File: config.mk
export PLATFORM = sky130hd
export DESIGN_NAME = top_k_stream_unpacker_flat
export DESIGN_NICKNAME = d
export VERILOG_FILES = /design/src/rtl/top_k_stream_unpacker_pkg.sv /design/src/rtl/top_k_stream_unpacker_if.sv /design/src/rtl/top_k_stream_unpacker_lane_scan.sv /design/src/rtl/top_k_stream_unpacker.sv /design/src/flat_wrapper.sv
export SDC_FILE = /design/constraint.sdc
export NUM_CORES = 2
export LEC_CHECK = 0
export CAP_MARGIN = 20
export CORE_AREA = 5 5 249 251
export DETAILED_ROUTE_END_ITERATION = 6
export DIE_AREA = 0 0 254 256
export GPL_TIMING_DRIVEN = 0
export PLACE_DENSITY = 0.83
export SKIP_LAST_GASP = 1
export SLEW_MARGIN = 5
export SYNTH_ARGS = -nofsm -noshare
export SYNTH_HDL_FRONTEND = slang
export SYNTH_HIERARCHICAL = 1
export SYNTH_SLANG_ARGS = --single-unit
File: constraint.sdc
create_clock -name clk -period 9.8 [get_ports clk]
set_clock_uncertainty 0.1 [all_clocks]
set_input_delay 1.96 -clock clk [delete_from_list [all_inputs] [get_ports clk]]
set_output_delay 1.96 -clock clk [all_outputs]
set_load 0.05 [all_outputs]
File: src/rtl/top_k_stream_unpacker_pkg.sv
// Shared constants, FSM encoding and lane helpers for the top-k integer stream path.
// The lane-select helper is also used by top_k_block's packing side.
package top_k_pkg;

    localparam int INTEGER_SIZE = 32;
    localparam int BUS_WIDTH    = 512;
    localparam int LANES        = BUS_WIDTH / INTEGER_SIZE;
    localparam int IDX_W        = $clog2(LANES);
    localparam int KEEP_W       = BUS_WIDTH / 8;

    typedef enum logic {
        HDR  = 1'b0,
        DATA = 1'b1
    } state_e;

    function automatic logic [INTEGER_SIZE-1:0] lane_sel(
        input logic [BUS_WIDTH-1:0] word,
        input logic [IDX_W-1:0]     idx
    );
        return word[idx*INTEGER_SIZE +: INTEGER_SIZE];
    endfunction

    // A lane counts only when every one of its bytes is kept.
    function automatic logic [LANES-1:0] keep_to_mask(input logic [KEEP_W-1:0] keep);
        logic [LANES-1:0] mask;
        mask = '0;
        for (int l = 0; l < LANES; l++) begin
            mask[l] = &keep[l*(INTEGER_SIZE/8) +: (INTEGER_SIZE/8)];
        end
        return mask;
    endfunction

    function automatic logic [IDX_W-1:0] first_lane(input logic [LANES-1:0] mask);
        logic [IDX_W-1:0] idx;
        idx = '0;
        for (int l = LANES - 1; l >= 0; l--) begin
            if (mask[l]) idx = IDX_W'(l);
        end
        return idx;
    endfunction

endpackage

File: src/rtl/top_k_stream_unpacker_if.sv
// Network receive stream in, integer stream out. The unpacker uses the slave view;
// the upstream/downstream environment uses the master view.
// Handshakes: a beat transfers on a clock edge where valid && ready; a source
// holds its payload stable while valid is high and ready is low.
interface top_k_stream_unpacker_if;

    logic [top_k_pkg::BUS_WIDTH-1:0]    s_axis_rx_tdata;
    logic [top_k_pkg::KEEP_W-1:0]       s_axis_rx_tkeep;
    logic                               s_axis_rx_tvalid;
    logic                               s_axis_rx_tlast;
    logic                               s_axis_rx_tready;
    logic [top_k_pkg::INTEGER_SIZE-1:0] m_axis_int_tdata;
    logic                               m_axis_int_tvalid;
    logic                               m_axis_int_tlast;
    logic                               m_axis_int_tuser;
    logic                               m_axis_int_tready;

    modport master (
        output s_axis_rx_tdata, s_axis_rx_tkeep, s_axis_rx_tvalid, s_axis_rx_tlast,
        input  s_axis_rx_tready,
        input  m_axis_int_tdata, m_axis_int_tvalid, m_axis_int_tlast, m_axis_int_tuser,
        output m_axis_int_tready
    );

    modport slave (
        input  s_axis_rx_tdata, s_axis_rx_tkeep, s_axis_rx_tvalid, s_axis_rx_tlast,
        output s_axis_rx_tready,
        output m_axis_int_tdata, m_axis_int_tvalid, m_axis_int_tlast, m_axis_int_tuser,
        input  m_axis_int_tready
    );

endinterface

File: src/rtl/top_k_stream_unpacker_lane_scan.sv
// Combinational lane scan: validity of the current lane, the next valid lane above it,
// and whether no valid lane remains above it in the buffered word.
module top_k_lane_scan
    import top_k_pkg::*;
(
    input  logic [LANES-1:0] mask_i,
    input  logic [IDX_W-1:0] idx_i,
    output logic             cur_valid_o,
    output logic [IDX_W-1:0] next_idx_o,
    output logic             is_last_o
);

    always_comb begin
        cur_valid_o = mask_i[idx_i];
        next_idx_o  = idx_i;
        is_last_o   = 1'b1;
        // Descending walk so the lowest valid lane above idx_i wins.
        for (int l = LANES - 1; l >= 0; l--) begin
            if (l > int'(idx_i) && mask_i[l]) begin
                next_idx_o = IDX_W'(l);
                is_last_o  = 1'b0;
            end
        end
    end

endmodule

File: src/rtl/top_k_stream_unpacker.sv
// Splits the 512-bit receive stream into one 32-bit integer per beat, framing each
// batch (header count N, then N integers) with tuser on the first and tlast on the last.
module top_k_stream_unpacker
    import top_k_pkg::*;
(
    input  logic                    clk,
    input  logic                    rst_n,
    top_k_stream_unpacker_if.slave  bus,
    output logic [31:0]             batch_count
);

    state_e                  state_q, state_d;
    logic [BUS_WIDTH-1:0]    buf_q, buf_d;
    logic [LANES-1:0]        mask_q, mask_d;
    logic                    buf_valid_q, buf_valid_d;
    logic [IDX_W-1:0]        idx_q, idx_d;
    logic [INTEGER_SIZE-1:0] rem_q, rem_d;
    logic                    first_q, first_d;
    logic [31:0]             batch_count_q, batch_count_d;

    logic                    cur_valid;
    logic [IDX_W-1:0]        next_idx;
    logic                    is_last;
    logic [INTEGER_SIZE-1:0] lane;
    logic                    cur_ok;
    logic                    consume;
    logic                    rx_ready;
    logic [LANES-1:0]        new_mask;

    top_k_lane_scan u_scan (
        .mask_i      (mask_q),
        .idx_i       (idx_q),
        .cur_valid_o (cur_valid),
        .next_idx_o  (next_idx),
        .is_last_o   (is_last)
    );

    always_comb begin
        state_d       = state_q;
        buf_d         = buf_q;
        mask_d        = mask_q;
        buf_valid_d   = buf_valid_q;
        idx_d         = idx_q;
        rem_d         = rem_q;
        first_d       = first_q;
        batch_count_d = batch_count_q;

        lane     = lane_sel(buf_q, idx_q);
        cur_ok   = buf_valid_q && cur_valid;
        // Headers are swallowed internally; data lanes need the downstream ready.
        consume  = cur_ok && ((state_q == HDR) || bus.m_axis_int_tready);
        rx_ready = !buf_valid_q || (consume && is_last);
        new_mask = keep_to_mask(bus.s_axis_rx_tkeep);

        if (consume) begin
            if (is_last) buf_valid_d = 1'b0;
            else         idx_d       = next_idx;

            if (state_q == HDR) begin
                rem_d = lane;
                if (lane == '0) begin
                    batch_count_d = batch_count_q + 32'd1;
                end else begin
                    state_d = DATA;
                    first_d = 1'b1;
                end
            end else begin
                rem_d   = rem_q - 1'b1;
                first_d = 1'b0;
                if (rem_q == 1) begin
                    state_d       = HDR;
                    batch_count_d = batch_count_q + 32'd1;
                end
            end
        end

        // A word with no fully kept lane is accepted and dropped.
        if (bus.s_axis_rx_tvalid && rx_ready && (new_mask != '0)) begin
            buf_d       = bus.s_axis_rx_tdata;
            mask_d      = new_mask;
            buf_valid_d = 1'b1;
            idx_d       = first_lane(new_mask);
        end
    end

    always_ff @(posedge clk) begin
        if (!rst_n) begin
            state_q       <= HDR;
            buf_q         <= '0;
            mask_q        <= '0;
            buf_valid_q   <= 1'b0;
            idx_q         <= '0;
            rem_q         <= '0;
            first_q       <= 1'b0;
            batch_count_q <= '0;
        end else begin
            state_q       <= state_d;
            buf_q         <= buf_d;
            mask_q        <= mask_d;
            buf_valid_q   <= buf_valid_d;
            idx_q         <= idx_d;
            rem_q         <= rem_d;
            first_q       <= first_d;
            batch_count_q <= batch_count_d;
        end
    end

    assign bus.s_axis_rx_tready  = rx_ready;
    assign bus.m_axis_int_tvalid = (state_q == DATA) && cur_ok;
    assign bus.m_axis_int_tdata  = lane;
    assign bus.m_axis_int_tuser  = (state_q == DATA) && first_q;
    assign bus.m_axis_int_tlast  = (state_q == DATA) && (rem_q == 1);
    assign batch_count           = batch_count_q;

endmodule
File: src/flat_wrapper.sv
// flat-port wrapper written by rule: the top's interface ports become plain ports
module top_k_stream_unpacker_flat import top_k_pkg::*;
  (clk, rst_n, batch_count, bus_s_axis_rx_tdata, bus_s_axis_rx_tkeep, bus_s_axis_rx_tvalid, bus_s_axis_rx_tlast, bus_s_axis_rx_tready, bus_m_axis_int_tdata, bus_m_axis_int_tvalid, bus_m_axis_int_tlast, bus_m_axis_int_tuser, bus_m_axis_int_tready);
  top_k_stream_unpacker_if bus_i ();
  input  logic clk;
  input  logic rst_n;
  output logic [31:0] batch_count;
  input wire logic [$bits(bus_i.s_axis_rx_tdata)-1:0] bus_s_axis_rx_tdata;
  input wire logic [$bits(bus_i.s_axis_rx_tkeep)-1:0] bus_s_axis_rx_tkeep;
  input wire logic [$bits(bus_i.s_axis_rx_tvalid)-1:0] bus_s_axis_rx_tvalid;
  input wire logic [$bits(bus_i.s_axis_rx_tlast)-1:0] bus_s_axis_rx_tlast;
  output wire logic [$bits(bus_i.s_axis_rx_tready)-1:0] bus_s_axis_rx_tready;
  output wire logic [$bits(bus_i.m_axis_int_tdata)-1:0] bus_m_axis_int_tdata;
  output wire logic [$bits(bus_i.m_axis_int_tvalid)-1:0] bus_m_axis_int_tvalid;
  output wire logic [$bits(bus_i.m_axis_int_tlast)-1:0] bus_m_axis_int_tlast;
  output wire logic [$bits(bus_i.m_axis_int_tuser)-1:0] bus_m_axis_int_tuser;
  input wire logic [$bits(bus_i.m_axis_int_tready)-1:0] bus_m_axis_int_tready;
  assign bus_i.s_axis_rx_tdata = bus_s_axis_rx_tdata;
  assign bus_i.s_axis_rx_tkeep = bus_s_axis_rx_tkeep;
  assign bus_i.s_axis_rx_tvalid = bus_s_axis_rx_tvalid;
  assign bus_i.s_axis_rx_tlast = bus_s_axis_rx_tlast;
  assign bus_s_axis_rx_tready = bus_i.s_axis_rx_tready;
  assign bus_m_axis_int_tdata = bus_i.m_axis_int_tdata;
  assign bus_m_axis_int_tvalid = bus_i.m_axis_int_tvalid;
  assign bus_m_axis_int_tlast = bus_i.m_axis_int_tlast;
  assign bus_m_axis_int_tuser = bus_i.m_axis_int_tuser;
  assign bus_i.m_axis_int_tready = bus_m_axis_int_tready;
  top_k_stream_unpacker u_core (.clk(clk), .rst_n(rst_n), .bus(bus_i), .batch_count(batch_count));
endmodule
==> out/summary.txt <==
outcome - completed
top-area cell type share of the netlist area - 0.449
prevailing post-synth register cell - dfxtp_1
CTS tree - built
gr ovfl total - 0
gp weighted congestion - 0.998
first-pass GRT wire length - 183 mm
Max-Cap Viols - 0
CP Capture Type - output port
CTS H-tree lvls - 2
unrepaired setup endpoints after global routing - false
Post-synth EDFFs - 0
CP Class - register to output port
Setup Buffers After CTS - 0
Sink Count - 599
most common cell after layout, fill and taps aside - nand2_1
routed vias - 29300
FF+latch count, synth - 599
Mapped Cells - 3225
multi-input gate area in the final layout - 13600 µm²
Layout Nets - 4521
WP data arrival - 5.43 ns
Setup WS post-layout - 2.31 ns
remaining antenna violation count - 0
hold crit path type - register to register
Reg area - 12000 µm²
Top Ports - 649
Setup TNS Final - 0 ns
die width - 254 µm
Synth Warn # - 6
Max IR drop VDD - 156 µV
CTS Buffer Depth - 3
distinct cell type count after synthesis - 62
power per cell area - 182 nW/µm²
Period Utilization, post-route - 0.764
# DRC - 0
post-layout min period - 7.49 ns
CTS clk-pin slew, worst paths - 0.07 ns
via/cell ratio - 6.13
PortBufs - 647
Setup crit start kind - register
cts repair resizes - 0
drt pass-1 iters - 6
cts hold-fix bufs - 0
GRT Total Usage - 0.379
final setup vio count - 0
DRT iter0 DRCs - 4137
Die Y-Extent - 256 µm
Slew Limit Fails - 0
ys async rst share - 0
final hold violation count - 0
root buffer selected by CTS - clkbuf_16
Placeable Area - 59700 µm²
FP Rows - 90
Final Power - 6610 µW
Initial Util - 0.447
area of the mapped netlist - 26700 µm²
Rel. slew slack - 0.152
initial antenna violation count - 20
Routed WL - 131 mm
depth of the most critical reg-to-reg path - 14
sequential share of the synthesized area - 0.449
pin count of the biggest net entering global routing - 17
fillers - 5166
DR WL/cell - 27.4 µm
Area contributors post-synth - dfxtp_1 45%, nand2_1 16%, mux4_2 11%, a21oi_1 11%, clkbuf_1 2.8%
slew at the pin closest to its max-slew limit - 1.27 ns
FMAX - 134 MHz
area grow syn2layout - 36.0%
static leakage - 0.0128 µW
detailed placement HPWL - 101 mm
share of post-route cells with drive strength above 1 - 0.0735
final worst hold slack - 0.354 ns
Data required, critical path - 7.74 ns
area leader, netlist - dfxtp_1
Mean Syn Cell Area - 8.27 µm²
cts bufs inserted - 59
CP Max Fanout - 10
pre-CTS WS - 3.09 ns
commonest cells after routing, fill and taps aside - 1134 x nand2_1, 647 x clkdlybuf4s50_1, 599 x dfxtp_1, 590 x a21oi_1, 205 x clkbuf_1
Mapped Nets - 3809
hold path cells - 2
vias in the first global route - 28000
later-pin clock latency in the skew report - 0.65 ns
full die area - 65000 µm²
cell usage after synthesis, types with 5 or more instances:
cell type and number:
nand2_1 1134, dfxtp_1 599, a21oi_1 590, clkbuf_1 202, mux4_2 132, a22oi_1 66, nor2_1 66, mux2i_1 48
nand2b_1 36, nand3_1 32, nand4_1 30, o21ai_0 30, buf_1 25, nor3_1 22, nor4_1 20, buf_2 18
inv_1 16, a211oi_1 15, nor2b_1 11, a31oi_1 9, and3_1 9, buf_6 9, and2_1 8, o221ai_1 8
or3_1 8, a21o_1 6, or4_1 6, o21a_1 5
area by class of cell:
type                            instances  share of cell area
Multi-Input combinational cell       2349               0.374
Antenna cell                           13            0.000897
Clock buffer                           75              0.0457
Timing Repair Buffer                  651               0.180
Sequential cell                       599               0.331
Clock inverter                         36              0.0109
Tap cell                              782              0.0270
Buffer                                259              0.0298
Inverter                               18             0.00186
per-layer routing:
| layer | up-vias | track usage | part of all wire |
|---|---|---|---|
| met4 | 16 | 0.223 | 0.073 |
| met5 | - | 0 | 0.00093 |
| met3 | 556 | 0.117 | 0.14 |
| li1 | 12600 | - | - |
| met2 | 2384 | 0.573 | 0.44 |
| met1 | 13800 | 0.477 | 0.35 |
kinds of logic after synthesis:
family,Yosys count,synth area share
AOI/OAI and AO/OA,772,0.163
DFF,599,0.449
and+or+nand+nor,1392,0.212
muxes,182,0.131
adders and majority gates,3,0.00141
buffers and inverters,277,0.0430
state kept, by name, summed over array words and instances (netlist names):
register and cells:
u_core/first_q 1, u_core/idx_q 4, u_core/rem_q 32, u_core/mask_q 16, u_core/state_q 1, u_core/buf_valid_q 1
u_core/buf_q 512, u_core/batch_count 32
worst paths after layout:
path                                  startpoint                        to  slack [ns]
worst max-delay path             u_core/idx_q[1]  bus_m_axis_int_tdata[11]        2.31
worst min-delay path            u_core/buf_q[79]          u_core/buf_q[79]        0.35
worst max register to register   u_core/idx_q[1]    u_core/batch_count[13]        3.84
worst min register to register  u_core/buf_q[79]          u_core/buf_q[79]        0.35
power breakdown:
part / total, µW / switching (µW) / leakage [µW] / internal, µW
Sequential: 2700 / 101 / 0.00489 / 2590
Clock: 2420 / 1050 / 0.00101 / 1360
Combinational: 1490 / 936 / 0.00687 / 557
critical path, stage by stage (launching register included):
cell             delay [ns]
dfxtp_1                0.47
buf_2                  0.46
clkbuf_1               0.98
clkbuf_2               0.77
mux4_2                 0.48
a22oi_1                0.47
nand2_1                0.34
clkdlybuf4s50_1        0.79
per-stage QoR:
| step | cell area [µm²] | cells | utilization |
|---|---|---|---|
| 3_5_place_dp | 34200 | 4657 | 0.573 |
| 6_report | 36300 | 4782 | 0.608 |
| 3_3_place_gp | 34100 | 4654 | 0.572 |
| 5_1_grt | 36300 | 4780 | 0.608 |
| 4_1_cts | 36200 | 4768 | 0.607 |
| 2_1_floorplan | 26700 | 3225 | - |
(Power assumes the default switching activity.)
